File: src/rtl/mem_port_arbiter.sv
// Fixed-priority arbiter for the shared wishbone memory port: video and sound DMA
// bursts plus CPU single-word cycles, with a CPU anti-starvation guard.
module mem_port_arbiter #(
  parameter int BURST_LEN = 4,
  parameter int CPU_GUARD = 2
) (
  input  logic        clkcpu,
  input  logic        rst_i,
  input  logic        vid_req,
  input  logic [21:0] vid_addr,
  output logic        vid_ack,
  input  logic        snd_req,
  input  logic [21:0] snd_addr,
  output logic        snd_ack,
  input  logic        cpu_cyc,
  input  logic        cpu_stb,
  input  logic        cpu_we,
  input  logic [3:0]  cpu_sel,
  input  logic [21:0] cpu_addr,
  input  logic [31:0] cpu_dat,
  output logic        cpu_ack,
  output logic        mem_cyc_o,
  output logic        mem_stb_o,
  output logic        mem_we_o,
  output logic [3:0]  mem_sel_o,
  output logic [2:0]  mem_cti_o,
  output logic [21:0] mem_addr_o,
  output logic [31:0] mem_dat_o,
  input  logic        mem_ack_i,
  output logic [1:0]  owner_o,
  output logic [2:0]  dbg_state_o
);

  // Handshake: a memory word transfers on any rising edge where
  // mem_cyc_o & mem_stb_o & mem_ack_i; outputs hold until that edge.

  localparam int LB = $clog2(BURST_LEN);
  localparam int GW = (CPU_GUARD < 1) ? 1 : $clog2(CPU_GUARD + 1);
  localparam logic [LB-1:0] LAST_BEAT = LB'(BURST_LEN - 1);
  localparam logic [LB-1:0] PENULT_BEAT = LB'(BURST_LEN - 2);
  localparam logic [GW-1:0] GUARD_MAX = GW'(CPU_GUARD);

  localparam logic [1:0] OWN_NONE = 2'd0;
  localparam logic [1:0] OWN_VID = 2'd1;
  localparam logic [1:0] OWN_SND = 2'd2;
  localparam logic [1:0] OWN_CPU = 2'd3;

  localparam logic [2:0] CTI_CLASSIC = 3'b000;
  localparam logic [2:0] CTI_INCR = 3'b010;
  localparam logic [2:0] CTI_END = 3'b111;

  typedef enum logic [2:0] {
    S_IDLE = 3'd0,
    S_VID  = 3'd1,
    S_SND  = 3'd2,
    S_CPU  = 3'd3,
    S_GAP  = 3'd4
  } state_t;

  state_t          r_state;
  logic [GW-1:0]   r_guard;
  logic [LB-1:0]   r_beat;

  logic            w_cpu_req;
  logic            w_guard_hit;
  logic            w_grant_cpu;
  logic            w_grant_vid;
  logic            w_grant_snd;
  logic [21:0]     w_dma_addr;
  logic            w_dma_state;

  assign w_cpu_req   = cpu_cyc & cpu_stb;
  assign w_guard_hit = w_cpu_req && (r_guard == GUARD_MAX);
  assign w_grant_cpu = w_guard_hit || (w_cpu_req && !vid_req && !snd_req);
  assign w_grant_vid = !w_guard_hit && vid_req;
  assign w_grant_snd = !w_guard_hit && !vid_req && snd_req;
  assign w_dma_addr  = vid_req ? vid_addr : snd_addr;
  assign w_dma_state = (r_state == S_VID) || (r_state == S_SND);

  assign vid_ack     = mem_ack_i & (r_state == S_VID);
  assign snd_ack     = mem_ack_i & (r_state == S_SND);
  assign cpu_ack     = mem_ack_i & (r_state == S_CPU);
  assign dbg_state_o = r_state;

  always_ff @(posedge clkcpu) begin
    if (rst_i) begin
      r_state    <= S_IDLE;
      r_guard    <= '0;
      r_beat     <= '0;
      mem_cyc_o  <= 1'b0;
      mem_stb_o  <= 1'b0;
      mem_we_o   <= 1'b0;
      mem_sel_o  <= 4'h0;
      mem_cti_o  <= 3'b000;
      mem_addr_o <= '0;
      mem_dat_o  <= '0;
      owner_o    <= OWN_NONE;
    end else begin
      case (r_state)
        S_IDLE: begin
          // Guard counts DMA wins that overtook a waiting CPU.
          if (!w_cpu_req || w_grant_cpu)
            r_guard <= '0;
          else if (r_guard != GUARD_MAX)
            r_guard <= r_guard + GW'(1);

          if (w_grant_cpu) begin
            r_state    <= S_CPU;
            owner_o    <= OWN_CPU;
            mem_cyc_o  <= 1'b1;
            mem_stb_o  <= 1'b1;
            mem_we_o   <= cpu_we;
            mem_sel_o  <= cpu_sel;
            mem_cti_o  <= CTI_CLASSIC;
            mem_addr_o <= cpu_addr;
            mem_dat_o  <= cpu_dat;
          end else if (w_grant_vid || w_grant_snd) begin
            r_state    <= w_grant_vid ? S_VID : S_SND;
            owner_o    <= w_grant_vid ? OWN_VID : OWN_SND;
            mem_cyc_o  <= 1'b1;
            mem_stb_o  <= 1'b1;
            mem_we_o   <= 1'b0;
            mem_sel_o  <= 4'hF;
            mem_cti_o  <= CTI_INCR;
            mem_addr_o <= w_dma_addr;
            r_beat     <= '0;
          end
        end

        S_VID, S_SND: begin
          if (mem_ack_i) begin
            if (r_beat == LAST_BEAT) begin
              r_state   <= S_GAP;
              owner_o   <= OWN_NONE;
              mem_cyc_o <= 1'b0;
              mem_stb_o <= 1'b0;
              mem_cti_o <= CTI_CLASSIC;
            end else begin
              r_beat <= r_beat + LB'(1);
              // Low address bits wrap inside the aligned block; upper bits hold.
              mem_addr_o[LB-1:0] <= mem_addr_o[LB-1:0] + LB'(1);
              if (r_beat == PENULT_BEAT)
                mem_cti_o <= CTI_END;
            end
          end
        end

        S_CPU: begin
          // A withdrawn CPU request abandons the cycle without an ack.
          if (mem_ack_i || !w_cpu_req) begin
            r_state   <= S_GAP;
            owner_o   <= OWN_NONE;
            mem_cyc_o <= 1'b0;
            mem_stb_o <= 1'b0;
            mem_we_o  <= 1'b0;
          end
        end

        S_GAP: begin
          r_state <= S_IDLE;
        end

        default: begin
          r_state   <= S_IDLE;
          owner_o   <= OWN_NONE;
          mem_cyc_o <= 1'b0;
          mem_stb_o <= 1'b0;
        end
      endcase
    end
  end

  logic w_unused;
  assign w_unused = w_dma_state;

endmodule

File: config.mk
export PLATFORM = sky130hd
export DESIGN_NAME = mem_port_arbiter
export DESIGN_NICKNAME = d
export VERILOG_FILES = /design/src/rtl/mem_port_arbiter.sv
export SDC_FILE = /design/constraint.sdc
export NUM_CORES = 1
export LEC_CHECK = 0
export BUFFER_PORTS_ARGS = -buffer_cell sky130_fd_sc_hd__buf_2
export CELL_PAD_IN_SITES_DETAIL_PLACEMENT = 1
export CELL_PAD_IN_SITES_GLOBAL_PLACEMENT = 1
export CORE_AREA = 2 2 107 109
export CTS_CLUSTER_DIAMETER = 50
export DETAILED_ROUTE_END_ITERATION = 8
export DIE_AREA = 0 0 109 111
export PLACE_DENSITY_LB_ADDON = 0.1
export SYNTH_ARGS = -nofsm -noshare
export SYNTH_HDL_FRONTEND = slang
export SYNTH_SLANG_ARGS = --single-unit
File: constraint.sdc
create_clock -name clkcpu -period 2.6 [get_ports clkcpu]
set_clock_uncertainty 0.15 [all_clocks]
set_input_delay 0.26 -clock clkcpu [delete_from_list [all_inputs] [get_ports clkcpu]]
set_output_delay 0.26 -clock clkcpu [all_outputs]
set_load 0.01 [all_outputs]
== Yosys cells after proc, flatten, opt, wreduce, memory -nomap -nowiden ==
Index checks and enable logic that the tools add are counted.
Word-level totals
  register bits: 72
  latch bits: 0
  RAM bits: 0
  memory bits (read-only): 0
  bits of input ports: 110
  output and inout port bits: 72
  memories kept: 0
Cells by class
  $add $sub $neg: 3
  multipliers: 0
  div/mod/pow operators: 0
  magnitude comparators: 0
  eq/ne operators: 16
  shift operators: 0
  mux-type cells: 44
  bitwise gates (word level): 5
  reduce and logical (&&, ||, !) cells: 29
Operators by type and width (count)
  $mux W22: 3
  $mux W2: 15
  $mux W3: 10
  $ne A2 B2 Y1 const B: 6
  $reduce_and A4 Y1: 3
  $reduce_and A5 Y1: 2
  $pmux W3 S3: 1
  $mux W4: 2
  $pmux W2 S2: 2
  $pmux W2 S4: 1
  $reduce_bool A2 Y1: 4
  $mux W1: 7
  $add A2 B1 Y2 const B: 3
  $eq A2 B2 Y1 const B: 3
  $eq A3 B2 Y1 const B: 2
  $logic_and A1 B1 Y1: 6
  $ne A3 B3 Y1 const B: 2
  $pmux W3 S2: 1
  $reduce_and A2 Y1: 3
  $and A1 B1 Y1: 4
  $logic_not A1 Y1: 4
  $logic_or A1 B1 Y1: 4
  $pmux W1 S4: 1
  $eq A3 B1 Y1 const B: 1
  other kinds (7): 7

== Logic depth before layout (Yosys ltp) ==
Gate-level depths: netlist of run 1.
  depth after elaboration: 9
  mapped depth: 8
  gate-level depth less buffers: 6

== Worst setup path after synthesis of run 1 ==
OpenSTA, ideal clock, no wires.
  path kind: reg2reg
  start: register r_state[0] (netlist: dbg_state_o[0])
  end: register mem_sel_o[0]
  data arrival time: 1.743 ns
  data required time: 2.322 ns
  path slack: 0.580 ns
  cell stages (with the launch flop): 9
  path buffers: 4
  clock period less this slack: 2.020 ns
  cell sequence: dfxtp_1 > buf_6 > or3_1 > buf_6 > or3_1 > buf_6 > buf_6 > o22ai_2 > nor2_1
Between the ends
  word-level cells in the longest chain between the ends: 2
Ends and longest elaborated chain
  from (decl): RTL line 60  | state_t r_state;
  from (signal assigned): RTL line 118  | r_state <= w_grant_vid ? S_VID : S_SND;
  $logic_not A3 Y1: RTL line 99  | case (r_state)
  $reduce_and A2 Y1 (no source line)
  to (signal assigned): RTL line 113  | mem_sel_o <= cpu_sel;
  to (decl): RTL line 25  | output logic [3:0] mem_sel_o,
Every way passes these cells.
A chain may end at the register's enable or synchronous reset.

== Final worst setup path of run 1 ==
  start: register r_state[2] (netlist: dbg_state_o[2])
  end: register mem_sel_o[0]
The elaborated chain is that of the path after synthesis.

==> flow_metrics.tcl, run 1 <==
set metrics [dict create \
    status "finished, final reports clean" \
    power_mw 3.239 \
    cts_max_path_buffers 2 \
    io_buffers 181 \
    layout_common_cells "buf_2, nand2_1, dfxtp_1, a21oi_1, o21ai_0" \
    clock_latency_ns 0.33 \
    rows 39 \
    dp_slack_ns 0.5111 \
    routed_wl_um 11060 \
    r2r_start "dbg_state_o[2]" \
    crit_top_cell "or3_1" \
    synthesis.nets 523 \
    worstHoldStart "cpu_dat[18]" \
    htreeDepth 3 \
    hold_class "primary input to flip-flop" \
    crit_path_cell_trace "or3_1, or3_1, buf_4, o22ai_2, nor2_1" \
    reg2reg_depth 5 \
    grt_max_degree 41 \
    layout_commonest_cell "buf_2" \
    syn_area_sq_um 3328 \
    fin_nets 692 \
    endpoint "mem_sel_o[0]" \
    io_pins 182 \
    numCtsBuffers 9 \
    clkSinkCount 71 \
    path_depth 5 \
    drc 0 \
    cp_slowest_stage_delay_ns 0.54 \
    ir_drop_v 0.0003531 \
    diodes 0 \
    drv_slew 0 \
    gp_congestion 0.7626 \
    critPathBufInv 1 \
    setup_viol 0 \
    drt_first_pass_iters 4 \
    vias_per_cell 4.862 \
    synth_warnings 0 \
    rsz0062_at_grt "false" \
    async_flop_share_pct 0 \
    synth-seq-area-share_pct 42.71 \
    powerDensity_nw_per_um2 694.6 \
    fmax_ghz 0.4815 \
    startpoint "dbg_state_o[2]" \
    post-dp-hpwl_um 7949 \
    period_minus_slack_ns 2.077 \
    rrSetupSlack_ns 0.52 \
    dp_cells 711 \
    worst_pin_slew_ns 0.8320 \
    syn_to_final_growth_pct 40.11 \
    fillers 1408 \
    antenna_found_initial 0 \
    initial_core_util_pct 30.05 \
    ys_types 40 \
    drtIter0Drc 93 \
    max_slew_margin_pct 44.53 \
    antenna_left 0 \
    whs_ns 0.01501 \
    criticalPathCategory "flip-flop to flip-flop" \
    grt_pass1_vias 3577 \
    grt_util_all_layers_pct 18.28 \
    cts_tree "done" \
    grt_overflow 0 \
    grt_pass1_wl_um 17460 \
    critPathRequiredTime_ns 2.67 \
    cpMaxStageDelayCell "or3_1" \
    layout_setup_ws_ns 0.5231 \
    die_w_um 109 \
    drt-wirelength-per-cell_um 15.21 \
    die_h_um 111 \
    die-area_sq_um 12100 \
    setup_tns_ns 0 \
    max_cap_violations 0 \
    core_region_area_sq_um 11080 \
    finalHoldViolCount 0 \
    cts_resized 0 \
    fin_cells 727 \
    period_share_pct 79.88 \
    synth-edff-count 0 \
    synth_cells 410 \
    clk_pin_slew_worst_paths_ns 0.06 \
    route.vias.total 3535 \
    p_leak_nw 2.103 \
    arrival_ns 2.15 \
    crit-reg2reg-capture "mem_sel_o[0]" \
    cts-root-buf "clkbuf_16" \
    avgSynthCellArea_sq_um 8.118 \
    synth-seq-cells 71 \
    drive_gt1_share_pct 37.67 \
    cts_setup_buffers 0 \
    cts_hold_buf 0 \
    end_kind "flip-flop" \
    ys.flop_type "dfxtp_1" \
    worstPathMaxFanout 33 \
    critical_path.top_delay_family "simple AND/OR/NAND/NOR gates" \
    worstSetupStartpointType "flip-flop" \
]
final cells by class:
type | count | area [sq um] | share of cell area, %
Clock buffer | 10 | 239.0 | 5.125
Clock inverter | 6 | 93.84 | 2.012
Inverter | 2 | 7.507 | 0.1610
Multi-Input combinational cell | 300 | 1699 | 36.44
Sequential cell | 71 | 1421 | 30.48
Tap cell | 143 | 178.9 | 3.837
Timing Repair Buffer | 195 | 1023 | 21.95
routing by layer:
| metal | wire length [um] | global-route usage [%] | up-vias |
|---|---|---|---|
| met5 | 0 | 0 | - |
| met4 | 175 | 6.068 | 0 |
| met3 | 850 | 5.703 | 14 |
| met2 | 5349 | 30.64 | 104 |
| met1 | 4685 | 21.91 | 1652 |
| li1 | - | - | 1765 |
power by group:
part	total (mW)	internal, mW	switching, mW
logic	0.662	0.286	0.376
clock network	1.36	0.871	0.489
registers	1.22	1.17	0.0429
total	3.24	2.33	0.907
worst register-to-register path, cell delays in order, from the launching register on:
cell and delay, ns:
dfxtp_1 0.30, or3_1 0.54, or3_1 0.50, buf_4 0.27
o22ai_2 0.15, nor2_1 0.06
synthesized netlist by cell type (2+ instances only):
master | number | area (sq um)
o32ai_1 | 2 | 17.52
a21oi_1 | 64 | 320.3
o22a_1 | 2 | 17.52
o21ai_0 | 30 | 150.1
and2_1 | 2 | 12.51
o22ai_2 | 3 | 37.54
buf_1 | 2 | 7.510
a211o_1 | 2 | 17.52
nor3_1 | 5 | 25.02
nor4b_1 | 2 | 17.52
nand3_1 | 6 | 30.03
buf_2 | 6 | 30.03
nand2b_1 | 6 | 37.54
inv_1 | 2 | 7.510
clkbuf_1 | 19 | 71.32
dfxtp_1 | 71 | 1421
ha_1 | 3 | 37.54
nand2_1 | 93 | 349.1
mux2i_1 | 22 | 220.2
o211ai_1 | 25 | 187.7
buf_4 | 4 | 30.03
nor2_1 | 13 | 48.80
or3_1 | 4 | 25.02
buf_6 | 6 | 67.56
kinds of logic after synthesis:
kind of cell / after synthesis / synth area share (%)
multiplexers: 22 / 6.617
XOR/XNOR: 1 / 0.4889
adder cells (fa/ha/maj): 3 / 1.128
flip-flops: 71 / 42.71
AND/OR/NAND/NOR: 138 / 18.16
buffers and inverters: 39 / 6.429
AO/OA/AOI/OAI: 136 / 24.47
worst min-delay path by stage:
stage                     end  slack [ns]  cells after the start
2_1_floorplan    mem_sel_o[0]        0.25                      2
3_3_place_gp     mem_dat_o[3]        0.29                      2
3_5_place_dp   mem_addr_o[12]        0.30                      2
4_1_cts          mem_dat_o[3]       0.003                      3
5_1_grt         mem_dat_o[10]       0.005                      3
6_report        mem_dat_o[18]        0.02                      3
metrics by stage:
stage / util [%] / cell area (sq um)
floorplan: - / 3328
global placement: 39.09 / 4330
detailed placement: 39.09 / 4330
CTS: 42.10 / 4663
global route: 42.10 / 4663
finish: 42.10 / 4663
sequential cells by signal (all words and copies together), names as in the netlist:
name,flops
mem_sel_o,4
mem_we_o,1
mem_stb_o,1
r_guard,2
dbg_state_o,3
owner_o,2
mem_dat_o,32
mem_cti_o,2
r_beat,2
mem_addr_o,22
Note: power is estimated with default switching activity, not from simulation.
==> run 2, diff against run 1 <==
clock period = 2 ns   (was 2.6 ns; I/O delays follow)
==> run 2 against run 1 <==
Compared with the run above:
- power is 33% higher
- utilization is 4.6 points higher
- global-route usage is 1.6 points higher
- combinational power is 47% higher
- setup slack worse by 0.42 ns
- non-clock buffer count is 46 higher
- register-to-register slack worse by 0.42 ns
- flip-flop and latch count stayed put
- final area is 11% higher
- die area stayed put
- largest cell class unchanged
==> flow_metrics.tcl, run 2 (same netlist as run 1, synthesis figures left out) <==
set metrics [dict create \
    status "finished, final reports clean" \
    multi_input_area_sq_um 1712 \
    grt_pass1_vias 3931 \
    period_share_pct 94.66 \
    io_pins 182 \
    largest_reg_flops 32 \
    cts_setup_buffers 0 \
    max_slew_margin_pct 69.84 \
    gp_congestion 0.7822 \
    io_buffers 181 \
    powerDensity_nw_per_um2 832.0 \
    utilization_pct 46.72 \
    fillers 1344 \
    antenna_left 0 \
    worstPathMaxFanout 13 \
    worstSetupStartpointType "flip-flop" \
    drc 0 \
    fmax_ghz 0.5282 \
    vias_per_cell 4.894 \
    layout_setup_ws_ns 0.1067 \
    p_seq_share_pct 37.0 \
    clock_latency_ns 0.33 \
    cts_tree "done" \
    post-dp-hpwl_um 8129 \
    setup_tns_ns 0 \
    ir_drop_v 0.0003244 \
    syn_to_final_growth_pct 55.49 \
    drive_gt1_share_pct 36.67 \
    criticalPathCategory "flip-flop to output port" \
    route.vias.total 3783 \
    routed_wl_um 11750 \
    worst_pin_slew_ns 0.4524 \
    setup_viol 0 \
    period_minus_slack_ns 1.893 \
    critPathRequiredTime_ns 1.65 \
    finalHoldViolCount 0 \
    layout_common_cells "buf_2, nand2_1, dfxtp_1, a21oi_1, dlygate4sd3_1" \
    grt_max_degree 42 \
    drv_slew 0 \
    rsz0062_at_grt "false" \
    drt_first_pass_iters 4 \
    rows 39 \
    initial_core_util_pct 30.05 \
    switching_share_pct 26.69 \
    max_cap_violations 0 \
    regMostFlops "mem_dat_o" \
    reg.largest.list "mem_dat_o (32), mem_addr_o (22), mem_sel_o (4)" \
    p_int_mw 3.156 \
    diodes 0 \
    end_kind "output port" \
    grt_pass1_wl_um 19150 \
    die_w_um 109 \
    cts_max_path_buffers 2 \
    dp_slack_ns 0.09919 \
    arrival_ns 1.54 \
    drtIter0Drc 137 \
    layout_commonest_cell "buf_2" \
    hold_class "primary input to flip-flop" \
    clkSinkCount 71 \
    antenna_found_initial 0 \
    htreeDepth 3 \
    core_region_area_sq_um 11080 \
    numCtsBuffers 9 \
    p_leak_nw 2.338 \
    die-area_sq_um 12100 \
    register_area_sq_um 1424 \
    fin_nets 738 \
    drt-wirelength-per-cell_um 15.19 \
    p_comb_share_pct 22.7 \
    clk_pin_slew_worst_paths_ns 0.06 \
    clockPowerShare_pct 40.4 \
    p_switching_mw 1.149 \
    die_h_um 111 \
    grt_overflow 0 \
    cts-root-buf "clkbuf_16" \
    grt_util_all_layers_pct 19.91 \
]
-- run 2: cell types whose count changed in the layout (fill, tap and decap cells not counted), sizes merged --
cell / previous run / this run
buf: 195 / 204
clkbuf: 10 / 13
clkinvlp: 1 / 0
dlygate4sd3: 0 / 37
clkinv: 3 / 1
-- run 2: final timing paths --
| path | from | to | slack [ns] | cells after the start |
|---|---|---|---|---|
| worst min register to register | mem_dat_o[10] | mem_dat_o[10] | 0.30 | 2 |
| worst max register to register | dbg_state_o[2] | mem_sel_o[0] | 0.11 | 5 |
| worst min-delay path | cpu_addr[11] | mem_addr_o[11] | 0.02 | 3 |
| worst max-delay path | dbg_state_o[2] | vid_ack | 0.11 | 5 |
-- run 2: critical path: stages (launching register included) --
cell,delay (ns)
dfxtp_1,0.32
buf_4,0.17
buf_4,0.18
nand2b_1,0.20
nor3b_2,0.20
buf_2,0.15
-- run 2: what timing repair did --
item	in CTS	in global routing
gates resized for setup	0	3
hold buffers	37	0
endpoints found under the hold margin	37	0
setup endpoints to repair	0	11
-- run 2: routing by layer --
| layer | vias to the layer above | wire length, um | GRT usage (%) |
|---|---|---|---|
| met2 | 118 | 5832 | 34.29 |
| met3 | 17 | 767 | 4.703 |
| met1 | 1781 | 4926 | 23.52 |
| met4 | 0 | 218 | 7.692 |
| li1 | 1867 | - | - |
| met5 | - | 0 | 0 |
-- run 2: metrics by stage --
step / hold slack (ns) / power [mW] / instances / cell area, sq um
3_3_place_gp: 0.2854 / 2.525 / 720 / 4463
6_report: 0.02211 / 4.305 / 773 / 5175
4_1_cts: 0.01947 / 4.359 / 773 / 5159
5_1_grt: 0.04236 / 4.539 / 773 / 5175
3_5_place_dp: 0.2933 / 2.548 / 720 / 4463
2_1_floorplan: 0.1857 / 2.139 / 410 / 3334
-- run 2: area by class of cell --
cell class,instances,area share (%)
multi-input cells,300,33.08
repair buffers,241,29.52
flip-flops and latches,71,27.51
clock buffers,13,5.029
well taps,143,3.457
clock inverters,3,1.257
inverters,2,0.1451
-- run 2: power by group through the flow --
stage	Clock (mW)	Combinational (mW)	Sequential, mW
2_1_floorplan	0	0.473	1.67
3_3_place_gp	0	0.909	1.62
3_5_place_dp	0	0.925	1.62
4_1_cts	1.78	0.986	1.59
5_1_grt	1.85	1.08	1.61
6_report	1.74	0.976	1.59
==> run 3, diff against run 2 <==
==> constraint.sdc (replaced) <==
create_clock -name clkcpu -period 2 [get_ports clkcpu]
set_clock_uncertainty 0.15 [all_clocks]
set_input_delay 0.3 -clock clkcpu [delete_from_list [all_inputs] [get_ports clkcpu]]
set_output_delay 0.3 -clock clkcpu [all_outputs]
set_load 0.01 [all_outputs]
==> run 3 against run 2 <==
Compared with the run above:
- routed wire length is 3.5% lower
- clock-buffer cell count unchanged
- critical endpoint is now r_beat[1]
- via count shrank 3.6%
- final cell count decreased by 4.5%
- combinational power decreased by 4.9%
==> flow_metrics.tcl, run 3 (same netlist as run 1, synthesis figures left out) <==
set metrics [dict create \
    status "finished, final reports clean" \
    die_h_um 111 \
    numCtsBuffers 9 \
    clock_latency_ns 0.33 \
    drv_slew 0 \
    utilization_pct 43.43 \
    die_w_um 109 \
    fin_nets 703 \
    drt_first_pass_iters 4 \
    routed_wl_um 11330 \
    cts_setup_buffers 0 \
    initial_core_util_pct 30.05 \
    worstSetupStartpointType "flip-flop" \
    io_buffers 181 \
    p_int_mw 3.118 \
    largest_reg_flops 32 \
    p_seq_share_pct 37.4 \
    fillers 1408 \
    setup_tns_ns 0 \
    diodes 0 \
    register_area_sq_um 1424 \
    drtIter0Drc 107 \
    critPathRequiredTime_ns 2.11 \
    grt_util_all_layers_pct 18.58 \
    cts_max_path_buffers 2 \
    fmax_ghz 0.5415 \
    syn_to_final_growth_pct 44.55 \
    grt_overflow 0 \
    period_share_pct 92.34 \
    p_comb_share_pct 21.8 \
    rsz0062_at_grt "false" \
    grt_pass1_vias 3710 \
    post-dp-hpwl_um 8315 \
    antenna_left 0 \
    setup_viol 0 \
    die-area_sq_um 12100 \
    rows 39 \
    drt-wirelength-per-cell_um 15.35 \
    route.vias.total 3645 \
    cts-root-buf "clkbuf_16" \
    grt_max_degree 41 \
    p_switching_mw 1.147 \
    gp_congestion 0.7897 \
    clk_pin_slew_worst_paths_ns 0.06 \
    finalHoldViolCount 0 \
    criticalPathCategory "flip-flop to flip-flop" \
    powerDensity_nw_per_um2 886.6 \
    htreeDepth 3 \
    arrival_ns 1.95 \
    grt_pass1_wl_um 17850 \
    core_region_area_sq_um 11080 \
    switching_share_pct 26.90 \
    clkSinkCount 71 \
    drive_gt1_share_pct 38.99 \
    clockPowerShare_pct 40.8 \
    vias_per_cell 4.939 \
    drc 0 \
    multi_input_area_sq_um 1707 \
    regMostFlops "mem_dat_o" \
    layout_commonest_cell "buf_2" \
    hold_class "primary input to flip-flop" \
    max_cap_violations 0 \
    worst_pin_slew_ns 0.4026 \
    reg.largest.list "mem_dat_o (32), mem_addr_o (22), mem_sel_o (4)" \
    antenna_found_initial 0 \
    cts_hold_buf 0 \
    worstPathMaxFanout 5 \
    ir_drop_v 0.0004863 \
    max_slew_margin_pct 73.16 \
    io_pins 182 \
    layout_common_cells "buf_2, nand2_1, dfxtp_1, a21oi_1, o21ai_0" \
    period_minus_slack_ns 1.847 \
    end_kind "flip-flop" \
    cts_resized 0 \
    p_leak_nw 2.191 \
    rrSetupSlack_ns 0.15 \
    cts_tree "done" \
]
## run 3: layout make-up
cell class | instances | share of cell area, %
Inverter | 2 | 0.1560
Sequential cell | 71 | 29.60
Timing Repair Buffer | 206 | 24.29
Clock inverter | 3 | 1.352
Multi-Input combinational cell | 300 | 35.47
Clock buffer | 13 | 5.410
Tap cell | 143 | 3.719
## run 3: final timing paths
kind	start	cells after the start	endpoint
max	r_beat[0]	4	r_beat[1]
min	cpu_sel[2]	3	mem_sel_o[2]
max reg2reg	r_beat[0]	4	r_beat[1]
min reg2reg	mem_dat_o[29]	2	mem_dat_o[29]
## run 3: power by group through the flow
stage          Sequential [mW]  Combinational, mW  Clock [mW]
2_1_floorplan             1.67              0.473           0
3_3_place_gp              1.62              0.919           0
3_5_place_dp              1.63              0.934           0
4_1_cts                   1.60              0.939        1.79
5_1_grt                   1.61               1.03        1.86
6_report                  1.60              0.928        1.74
## run 3: metrics by stage
stage / cells / area, sq um / setup WS [ns] / hold WS (ns) / total power, mW
floorplan: 410 / 3334 / 0.05696 / 0.2856 / 2.139
global placement: 722 / 4466 / 0.1811 / 0.2893 / 2.540
detailed placement: 722 / 4466 / 0.09813 / 0.2955 / 2.562
CTS: 738 / 4791 / 0.08993 / 0.04508 / 4.331
global route: 738 / 4811 / 0.01151 / 0.05888 / 4.495
finish: 738 / 4811 / 0.1533 / 0.05482 / 4.265
## run 3: worst max-delay path: stages, from the launching register on
cell and delay, ns:
dfxtp_1 0.33, ha_1 0.21, or4b_4 0.56, a2111o_1 0.39, a21oi_1 0.15
## run 3: routing by layer
layer	GRT usage, %	wire [um]	vias up
met5	0	0	-
met4	6.496	167	0
met3	4.056	779	12
met2	31.97	5655	115
met1	22.49	4728	1722
li1	-	-	1796
